## src/rtl/scan_decoder_if.sv

```systemverilog
// Select-bus bundle between a controller (master) and the scan decoder (slave).
// Carries the control strobes in and the registered one-hot select, address and wrap pulse out.
interface scan_decoder_if #(
    parameter int ADDR_W = 4
);
    localparam int OUT_W = 1 << ADDR_W;

    logic              en;
    logic              mode;
    logic              load;
    logic [ADDR_W-1:0] addr;
    logic [OUT_W-1:0]  out;
    logic [ADDR_W-1:0] cur_addr;
    logic              wrap;

    modport master (
        output en, mode, load, addr,
        input  out, cur_addr, wrap
    );

    modport slave (
        input  en, mode, load, addr,
        output out, cur_addr, wrap
    );
endinterface

```

## src/rtl/scan_decoder.sv

```systemverilog
// Registered one-hot decoder with direct-load and dwell-timed auto-scan; 1-cycle latency from inputs to out.
// No backpressure: every input is sampled on every edge and all outputs come straight from flops.
module scan_decoder #(
    parameter int ADDR_W = 4,
    parameter int DWELL  = 4
) (
    input  logic           clk,
    input  logic           rst,
    scan_decoder_if.slave  bus
);
    localparam int OUT_W = 1 << ADDR_W;
    localparam int CNT_W = (DWELL > 1) ? $clog2(DWELL) : 1;

    localparam logic [CNT_W-1:0]  CNT_LAST  = CNT_W'(DWELL - 1);
    localparam logic [ADDR_W-1:0] ADDR_LAST = {ADDR_W{1'b1}};

    logic [ADDR_W-1:0] cur_addr_q, cur_addr_d;
    logic [CNT_W-1:0]  cnt_q, cnt_d;
    logic [OUT_W-1:0]  out_q, out_d;
    logic              wrap_q, wrap_d;
    logic              mode_q, mode_d;

    always_comb begin
        cur_addr_d = cur_addr_q;
        cnt_d      = cnt_q;
        wrap_d     = 1'b0;
        mode_d     = bus.mode;

        if (bus.load) begin
            cur_addr_d = bus.addr;
            cnt_d      = '0;
        end else if (!bus.mode || !mode_q) begin
            // Direct mode, or the first scan edge after leaving direct mode:
            // the dwell restarts so the current address gets a full DWELL.
            cnt_d = '0;
        end else if (bus.en) begin
            if (cnt_q == CNT_LAST) begin
                cnt_d      = '0;
                cur_addr_d = cur_addr_q + 1'b1;
                wrap_d     = (cur_addr_q == ADDR_LAST);
            end else begin
                cnt_d = cnt_q + 1'b1;
            end
        end

        // Decode the next address so out and cur_addr always match in the same cycle.
        out_d = bus.en ? (OUT_W'(1) << cur_addr_d) : '0;
    end

    always_ff @(posedge clk) begin
        if (rst) begin
            cur_addr_q <= '0;
            cnt_q      <= '0;
            out_q      <= '0;
            wrap_q     <= 1'b0;
            mode_q     <= 1'b0;
        end else begin
            cur_addr_q <= cur_addr_d;
            cnt_q      <= cnt_d;
            out_q      <= out_d;
            wrap_q     <= wrap_d;
            mode_q     <= mode_d;
        end
    end

    always_ff @(posedge clk) begin
        if (!rst) begin
            assert ($onehot0(out_q));
        end
    end

    assign bus.out      = out_q;
    assign bus.cur_addr = cur_addr_q;
    assign bus.wrap     = wrap_q;
endmodule

```

## src/flat_wrapper.sv

```systemverilog
// flat-port wrapper written by rule: the top's interface ports become plain ports
module scan_decoder_flat 
#(
    parameter int ADDR_W = 4,
    parameter int DWELL  = 4
)
  (clk, rst, bus_en, bus_mode, bus_load, bus_addr, bus_out, bus_cur_addr, bus_wrap);
  scan_decoder_if #(.ADDR_W(ADDR_W)) bus_i ();
  input  logic clk;
  input  logic rst;
  input wire logic [$bits(bus_i.en)-1:0] bus_en;
  input wire logic [$bits(bus_i.mode)-1:0] bus_mode;
  input wire logic [$bits(bus_i.load)-1:0] bus_load;
  input wire logic [$bits(bus_i.addr)-1:0] bus_addr;
  output wire logic [$bits(bus_i.out)-1:0] bus_out;
  output wire logic [$bits(bus_i.cur_addr)-1:0] bus_cur_addr;
  output wire logic [$bits(bus_i.wrap)-1:0] bus_wrap;
  assign bus_i.en = bus_en;
  assign bus_i.mode = bus_mode;
  assign bus_i.load = bus_load;
  assign bus_i.addr = bus_addr;
  assign bus_out = bus_i.out;
  assign bus_cur_addr = bus_i.cur_addr;
  assign bus_wrap = bus_i.wrap;
  scan_decoder #(.ADDR_W(ADDR_W), .DWELL(DWELL)) u_core (.clk(clk), .rst(rst), .bus(bus_i));
endmodule
```

## config.mk

```make
export PLATFORM = sky130hd
export DESIGN_NAME = scan_decoder_flat
export DESIGN_NICKNAME = d
export VERILOG_FILES = /design/src/rtl/scan_decoder_if.sv /design/src/rtl/scan_decoder.sv /design/src/flat_wrapper.sv
export SDC_FILE = /design/constraint.sdc
export NUM_CORES = 1
export LEC_CHECK = 0
export ABC_CLOCK_PERIOD_IN_PS = 2000
export CAP_MARGIN = 20
export CORE_ASPECT_RATIO = 1.1
export CORE_MARGIN = 3
export CORE_UTILIZATION = 40
export DETAILED_ROUTE_END_ITERATION = 12
export PLACE_DENSITY = 0.85
export SETUP_SLACK_MARGIN = 0.3
export SKIP_CTS_REPAIR_TIMING = 1
export SLEW_MARGIN = 20
export SYNTH_ARGS = -nofsm -noshare
export SYNTH_HDL_FRONTEND = slang
export SYNTH_SLANG_ARGS = --single-unit
```

## constraint.sdc

```tcl
create_clock -name clk -period 2 [get_ports clk]
set_input_delay 0.3 -clock clk [delete_from_list [all_inputs] [get_ports clk]]
set_output_delay 0.3 -clock clk [all_outputs]
set_load 0.03 [all_outputs]
```

# Yosys cells after proc, flatten, opt, wreduce, memory -nomap -nowiden
# Cells that the tools add are included.
[word_totals]
regBits = 24
latchBits = 0
ram_bits = 0
rom_bits = 0
in_bits = 9
out_inout_bits = 21
elab_cells = 23
memories = 0
[op_classes]
add_sub_neg = 2
mul = 0
n_div = 0
magnitude_cmp = 0
n_eq_ne = 2
n_shift = 1
n_mux = 5
bitwise = 2
n_reduce_logical = 6
[ops]
columns = ["cell", "count"]
rows = [
  ["two-way mux 4 bit", 4],
  ["left shift 1 x 4 -> 16 bit, first input constant", 1],
  ["OR reduction 5 bit", 1],
  ["adder 4 x 1 -> 4 bit, second input constant", 1],
  ["== test 4 bit, second input constant", 1],
  ["OR reduction 3 bit", 1],
  ["adder 2 x 1 -> 2 bit, second input constant", 1],
  ["== test 2 bit, second input constant", 1],
  ["logical NOT 1 bit", 2],
  ["two-way mux 2 bit", 1],
  ["inverter 1 bit", 2],
  ["OR reduction 2 bit", 1],
  ["logical OR 1 bit", 1],
]

# Depth between registers and ports, before layout
# Gate-level depths: netlist (run 1).
[depth]
depth_word = 6
ltp_mapped = 7
depth_no_buf = 5

# Worst setup path before layout (run 1)
# Ideal clock, no wire load.
[synth_timing]
kind = "flip-flop to flip-flop"
start = "reg u_core.cur_addr_q[1], in the netlist u_core.bus.cur_addr[1]"
end = "reg u_core.out_q[0], in the netlist u_core.bus.out[0]"
setup_time_ns = 0.152
t_arrival_ns = 1.804
t_required_ns = 1.848
setup_slack_ns = 0.044
stages_incl_launch_ff = 7
n_path_buf = 1
path_cell_list = "dfxtp_1 -> ha_1 -> or3b_2 -> mux2i_1 -> or2_2 -> clkbuf_1 -> nor3_1"
[synth_between]
elab_chain_len = 6
[synth_rtl]
columns = ["element", "line", "rtl"]
rows = [
  ["start: declaration", "scan_decoder.sv:17", "logic [ADDR_W-1:0] cur_addr_q, cur_addr_d;"],
  ["start signal: assignment", "scan_decoder.sv:58", "cur_addr_q <= cur_addr_d;"],
  ["adder 4 x 1 -> 4 bit", "scan_decoder.sv:39", "cur_addr_d = cur_addr_q + 1'b1;"],
  ["two-way mux 4 bit", "scan_decoder.sv:37", "if (cnt_q == CNT_LAST) begin"],
  ["two-way mux 4 bit", "scan_decoder.sv:36", "end else if (bus.en) begin"],
  ["two-way mux 4 bit (*)", "scan_decoder.sv:32", "end else if (!bus.mode || !mode_q) begin"],
  ["two-way mux 4 bit (*)", "scan_decoder.sv:29", "if (bus.load) begin"],
  ["left shift 1 x 4 -> 16 bit (*)", "scan_decoder.sv:47", "out_d = bus.en ? (OUT_W'(1) << cur_addr_d) : '0;"],
  ["end signal: assignment", "scan_decoder.sv:60", "out_q <= out_d;"],
  ["end: declaration", "scan_decoder.sv:19", "logic [OUT_W-1:0] out_q, out_d;"],
]
# Mark *: on every way between the ends. The rest lies on a longest branch, timed or not.
# A chain may end at the register's enable or synchronous reset.

# Worst setup path in the final report (run 1)
[layout_timing]
start = "in bus_mode"
end = "reg u_core.out_q[11], in the netlist u_core.bus.out[11]"
[layout_between]
elab_chain_len = 5
[layout_rtl]
columns = ["element", "line", "rtl"]
rows = [
  ["start: declaration", "flat_wrapper.sv:12", "input wire logic [$bits(bus_i.mode)-1:0] bus_mode;"],
  ["logical NOT 1 bit", "scan_decoder.sv:32", ""],
  ["logical OR 1 bit", "scan_decoder.sv:32", ""],
  ["two-way mux 4 bit", "scan_decoder.sv:32", ""],
  ["two-way mux 4 bit", "scan_decoder.sv:29", ""],
  ["left shift 1 x 4 -> 16 bit", "scan_decoder.sv:47", ""],
]
# Every way passes these cells.

==> results of run 1 <==
registers in the layout (all words and copies together) (netlist names):
register,cells
u_core.mode_q,1
u_core.cnt_q,2
u_core.bus.out,16
u_core.bus.cur_addr,4
u_core.bus.wrap,1
final timing paths:
kind                          startpoint  cells past startpoint                 end  slack [ns]
setup / recovery                bus_mode                      5  u_core.bus.out[11]        0.27
hold / removal             u_core.mode_q                      2     u_core.cnt_q[0]        0.52
setup reg to reg  u_core.bus.cur_addr[0]                      5  u_core.bus.out[11]        0.29
hold reg to reg            u_core.mode_q                      2     u_core.cnt_q[0]        0.52
placed cells by master (no fill, tap or decap), types with 2 or more instances in the layout:
cell and count:
a211oi_1 3, buf_4 16, buf_6 2, clkbuf_4 3, clkdlybuf4s50_1 25, dfxtp_1 20, dfxtp_2 3, dlymetal6s2s_1 4
ha_4 2, inv_1 2, nand2_1 3, nand3_1 2, nor2_1 7, nor2b_1 3, nor3_1 9, nor3_2 11
nor4_1 2, nor4b_1 3
through the flow:
step                      std cells  worst slack [ns]  area (um2)  utilization  hold WS, ns
after floorplan                  99             0.287        1030            -        0.369
after global placement          164           -0.0116        1420        0.661        0.476
after detailed placement        164           -0.0770        1420        0.661        0.497
after CTS                       168             0.173        1460        0.678        0.519
after global routing            172             0.248        1560        0.727        0.535
final                           172             0.272        1560        0.727        0.520
routing by layer:
metal	global-route usage	wire, um	vias up
met5	0	0	-
met4	0.0547	46	0
met3	0.0313	117	6
met2	0.264	1210	30
met1	0.178	909	405
li1	-	-	454
worst register-to-register path: cells and delay by family (launching register included):
family                 cells  cell delay [ns]
and+or+nand+nor            4             1.15
DFF                        1             0.34
buffers and inverters      1             0.17
final cells by class:
type                    count  share of cell area
multi-input cells          67               0.354
inverters                   2             0.00480
repair buffers             47               0.283
well taps                  28              0.0224
clock buffers               4              0.0232
flip-flops and latches     24               0.312
cell families after synthesis:
kind of cell               count (synthesis)
and+or+nand+nor                           52
muxes                                      2
xor gates and xnor gates                   1
adders and majority gates                  2
buffers and inverters                      8
AOI/OAI and AO/OA                         10
DFF                                       24
power breakdown:
group	internal (uW)	leakage (uW)	switching, uW
combinational	85.1	0.000389	96.7
clock	111	0.0000210	144
sequential	489	0.000197	9.76
total	686	0.000606	250
==> impl_metrics.env, run 1 <==
export IMPL_cap_violations=0
export IMPL_grt_pass1_vias=768
export IMPL_numPortBuffers=29
export IMPL_syn_area_per_cell_um2=9.69
export IMPL_fillCellCount=139
export IMPL_ys_types=31
export IMPL_num_antenna_cells=0
export IMPL_yosys_warnings=0
export IMPL_multi_input_area_um2=553
export IMPL_clk_pin_slew_ns=0.13
export IMPL_synth_compound_area_share=0.0769
export IMPL_critPathMaxStageDelay_ns=0.61
export IMPL_total_power_uw=936
export IMPL_drtIter0Drc=12
export IMPL_syn_area_um2=960
export IMPL_ys_flop_type="dfxtp_1"
export IMPL_drc_errors=0
export IMPL_std_cell_rows=17
export IMPL_antenna_found_initial=0
export IMPL_drt_pass1_iterations=4
export IMPL_vias=895
export IMPL_wl_um=2280
export IMPL_cts_buffers_inserted=3
export IMPL_dp_hpwl_um=1640
export IMPL_critPathBufInv=1
export IMPL_endpoint_kind="flop"
export IMPL_critPathRequiredTime_ns=2.25
export IMPL_initial_core_util=0.447
export IMPL_drive_gt1_frac=0.354
export IMPL_grt_max_degree=18
export IMPL_hold_viol=0
export IMPL_synth_edf_count=0
export IMPL_synth_xor_area_frac=0.00913
export IMPL_seq_area_um2=488
export IMPL_wl_per_cell_um=13.3
export IMPL_via_per_inst=5.20
export IMPL_min_path_type="flop to flop"
export IMPL_setup_viol=0
export IMPL_fin_worst_skew_ns=0.00143
export IMPL_cts_sinks=24
export IMPL_netlist_top_cells_count="dfxtp_1 (24), nor3_1 (20), nor2_1 (8)"
export IMPL_pin_count=30
export IMPL_muxShareOfSynthArea=0.0209
export IMPL_yosysSeqAreaShare=0.501
export IMPL_gp_congestion=0.803
export IMPL_worstMarginPinSlew_ns=0.439
export IMPL_cp_start_kind="input port"
export IMPL_grt_pass1_wl_um=3440
export IMPL_netlist_area_leader_share=0.501
export IMPL_htree_levels=1
export IMPL_core_um2=2150
export IMPL_synthesis_nets=110
export IMPL_worst_ir_drop_vdd_uv=377
export IMPL_ant_nets=0
export IMPL_chipHeight_um=57.4
export IMPL_yosys_area_share_simple=0.317
export IMPL_tns_ns=0
export IMPL_die_area_um2=3020
export IMPL_finalCriticalPeriod_ns=1.73
export IMPL_p_leak_uw=0.000606
export IMPL_yosys_area_share_adder=0.0261
export IMPL_insertion_delay_ns=0.31
export IMPL_fmax_mhz=579
export IMPL_ctsRootBufferMaster="clkbuf_4"
export IMPL_clockBufferDepth=2
export IMPL_yosysTopAreaCell="dfxtp_1"
export IMPL_synth_top_family_by_area="simple AND/OR/NAND/NOR gates"
export IMPL_yosys_top_cells_area="dfxtp_1 (50%), nor3_1 (10%), nor4b_1 (3.7%)"
export IMPL_cts_tree="built"
export IMPL_crit_chain="clkdlybuf4s50_1 > and4_4 > a211oi_2 > or4b_4 > nor3_2"
export IMPL_grt_ovfl_total=0
export IMPL_synthCells=99
export IMPL_slew_headroom=0.707
export IMPL_period_share=0.864
export IMPL_die_w_um=52.7
export IMPL_rsz0062_at_grt="yes"
export IMPL_num_nets_final=156
export IMPL_critPathTopFamily="simple AND/OR/NAND/NOR gates"
export IMPL_final_max_slew_viol_count=0
export IMPL_grt_usage=0.151
export IMPL_synth_seq_cells=24
export IMPL_crit_arrival_ns=1.98
export IMPL_power_density_nw_per_um2=599
export IMPL_async_flop_share=0
export IMPL_area_delta_synth_final_pct=62.8
export IMPL_crit_path_max_fanout=8
export IMPL_path_class="input port to flop"
export IMPL_yosysMostFrequentCell="dfxtp_1"
export IMPL_cp_slowest_cell="or4b_4"
export IMPL_outcome="finished, final reports clean"
(Power assumes the default switching activity.)
==> run 2: changes to the inputs <==
--- a/config.mk
+++ b/config.mk
@@ -5,7 +5,7 @@
 export SDC_FILE = /design/constraint.sdc
 export NUM_CORES = 1
 export LEC_CHECK = 0
-export ABC_CLOCK_PERIOD_IN_PS = 2000
+export ABC_CLOCK_PERIOD_IN_PS = 1550
 export CAP_MARGIN = 20
 export CORE_ASPECT_RATIO = 1.1
 export CORE_MARGIN = 3
==> constraint.sdc (replaced) <==
create_clock -name clk -period 1.55 [get_ports clk]
set_input_delay 0.2325 -clock clk [delete_from_list [all_inputs] [get_ports clk]]
set_output_delay 0.2325 -clock clk [all_outputs]
set_load 0.03 [all_outputs]
==> run 2 against run 1 <==
Against the previous run:
- the run now ends with negative setup slack left
- critical path depth did not move
- sequential share of layout area fell by 5.0 points
- routed wire length rose by 53%
- count of clock-buffer cells in the layout did not move
- global-route usage rose by 2.2 points
- register-to-register slack got worse by 0.52 ns
- clock skew rose by 0.00083 ns
- sequential power rose by 29%
- cell area rose by 20%
- via count rose by 15%
- largest cell class unchanged
- highest routed layer unchanged
==> impl_metrics.env, run 2 (same netlist as run 1, synthesis figures left out) <==
export IMPL_outcome="finished with violations"
export IMPL_failed_checks="negative setup slack"
export IMPL_dp_cells=172
export IMPL_vias=1026
export IMPL_wl_per_cell_um=19.1
export IMPL_ctsRootBufferMaster="clkbuf_4"
export IMPL_drive_gt1_frac=0.516
export IMPL_area_delta_synth_final_pct=95.6
export IMPL_num_antenna_cells=0
export IMPL_period_share=1.15
export IMPL_die_area_um2=3020
export IMPL_initial_core_util=0.447
export IMPL_grt_ovfl_total=0
export IMPL_rsz0062_at_grt="yes"
export IMPL_multi_input_area_um2=684
export IMPL_largest_reg_flops=16
export IMPL_final_max_slew_viol_count=0
export IMPL_setup_viol=17
export IMPL_cap_violations=0
export IMPL_pin_count=30
export IMPL_fin_ws_ns=-0.229
export IMPL_wl_um=3500
export IMPL_clockBufferDepth=2
export IMPL_hold_viol=0
export IMPL_cp_slowest_cell="or4b_4"
export IMPL_drt_pass1_iterations=4
export IMPL_fmax_mhz=562
export IMPL_fin_area_um2=1880
export IMPL_layout_commonest_cell="dlymetal6s2s_1"
export IMPL_htree_levels=1
export IMPL_chipHeight_um=57.4
export IMPL_dp_hpwl_um=1880
export IMPL_power_density_nw_per_um2=674
export IMPL_num_nets_final=167
export IMPL_ant_nets=0
export IMPL_worstMarginPinSlew_ns=0.503
export IMPL_holdPathStages=4
export IMPL_final_core_util=0.874
export IMPL_numPortBuffers=29
export IMPL_cts_sinks=24
export IMPL_placed_cell_area_um2=1520
export IMPL_drtIter0Drc=37
export IMPL_seq_area_um2=493
export IMPL_antenna_found_initial=0
export IMPL_grt_usage=0.173
export IMPL_total_power_uw=1270
export IMPL_insertion_delay_ns=0.32
export IMPL_via_per_inst=5.61
export IMPL_p_leak_uw=0.000990
export IMPL_crit_chain="ha_4 > and4_4 > a211oi_4 > or4b_4 > nor3_2"
export IMPL_grt_pass1_vias=900
export IMPL_std_cell_rows=17
export IMPL_cts_buffers_inserted=3
export IMPL_grt_max_degree=16
export IMPL_stdcell_count=183
export IMPL_min_path_type="input port to flop"
export IMPL_path_class="flop to flop"
export IMPL_final_cell_mix="dlymetal6s2s_1 (19), dfxtp_1 (18), buf_4 (17), nor3_2 (15), buf_6 (10)"
export IMPL_crit_path_max_fanout=8
export IMPL_endpoint_kind="flop"
export IMPL_reg2reg_depth=5
export IMPL_worst_ir_drop_vdd_uv=653
export IMPL_die_w_um=52.7
export IMPL_clk_pin_slew_ns=0.13
export IMPL_core_um2=2150
export IMPL_grt_pass1_wl_um=3910
export IMPL_dp_slack_ns=-0.442
export IMPL_crit_arrival_ns=2.04
export IMPL_fillCellCount=98
export IMPL_cp_start_kind="flop"
export IMPL_drc_errors=0
export IMPL_slew_headroom=0.665
export IMPL_critPathMaxStageDelay_ns=0.62
export IMPL_critPathRequiredTime_ns=1.81
export IMPL_fin_worst_skew_ns=0.00226
export IMPL_cts_tree="built"
export IMPL_finalCriticalPeriod_ns=1.78
export IMPL_gp_congestion=0.763
[run 2: worst paths after layout]
check / to / startpoint / slack, ns
max: u_core.bus.out[15] / u_core.cnt_q[1] / -0.23
min: u_core.cnt_q[1] / bus_en / 0.34
max reg2reg: u_core.bus.out[15] / u_core.cnt_q[1] / -0.23
min reg2reg: u_core.cnt_q[1] / u_core.mode_q / 0.55
[run 2: worst max-delay path, delay by kind of cell (launching register included)]
kind | cells | cell delay, ns
AO/OA/AOI/OAI | 1 | 0.07
AND/OR/NAND/NOR | 3 | 1.11
adder cells (fa/ha/maj) | 1 | 0.15
flip-flops | 1 | 0.38
[run 2: metrics by stage]
stage          hold WS [ns]  setup TNS [ns]
6_report              0.336           -2.14
5_1_grt               0.401           -2.99
4_1_cts               0.533           -2.84
3_5_place_dp          0.513           -6.70
3_3_place_gp          0.483           -5.98
2_1_floorplan         0.301           -1.51
[run 2: where the power goes]
group / internal (uW) / leakage, uW / switching, uW
logic: 154 / 0.000777 / 169
clock network: 101 / 0.0000150 / 196
registers: 632 / 0.000198 / 14.4
[run 2: layout make-up]
class / instances / area share
Tap cell: 28 / 0.0187
Timing Repair Buffer: 58 / 0.336
Inverter: 2 / 0.00400
Clock buffer: 4 / 0.0140
Multi-Input combinational cell: 67 / 0.365
Sequential cell: 24 / 0.263
[run 2: layer usage]
metal / wire, um / share of wire / vias to the layer above / track usage
li1: - / - / 479 / -
met1: 1260 / 0.36 / 479 / 0.194
met3: 193 / 0.055 / 11 / 0.0235
met2: 1910 / 0.55 / 57 / 0.310
met5: 0 / 0 / - / 0
met4: 136 / 0.039 / 0 / 0.0876
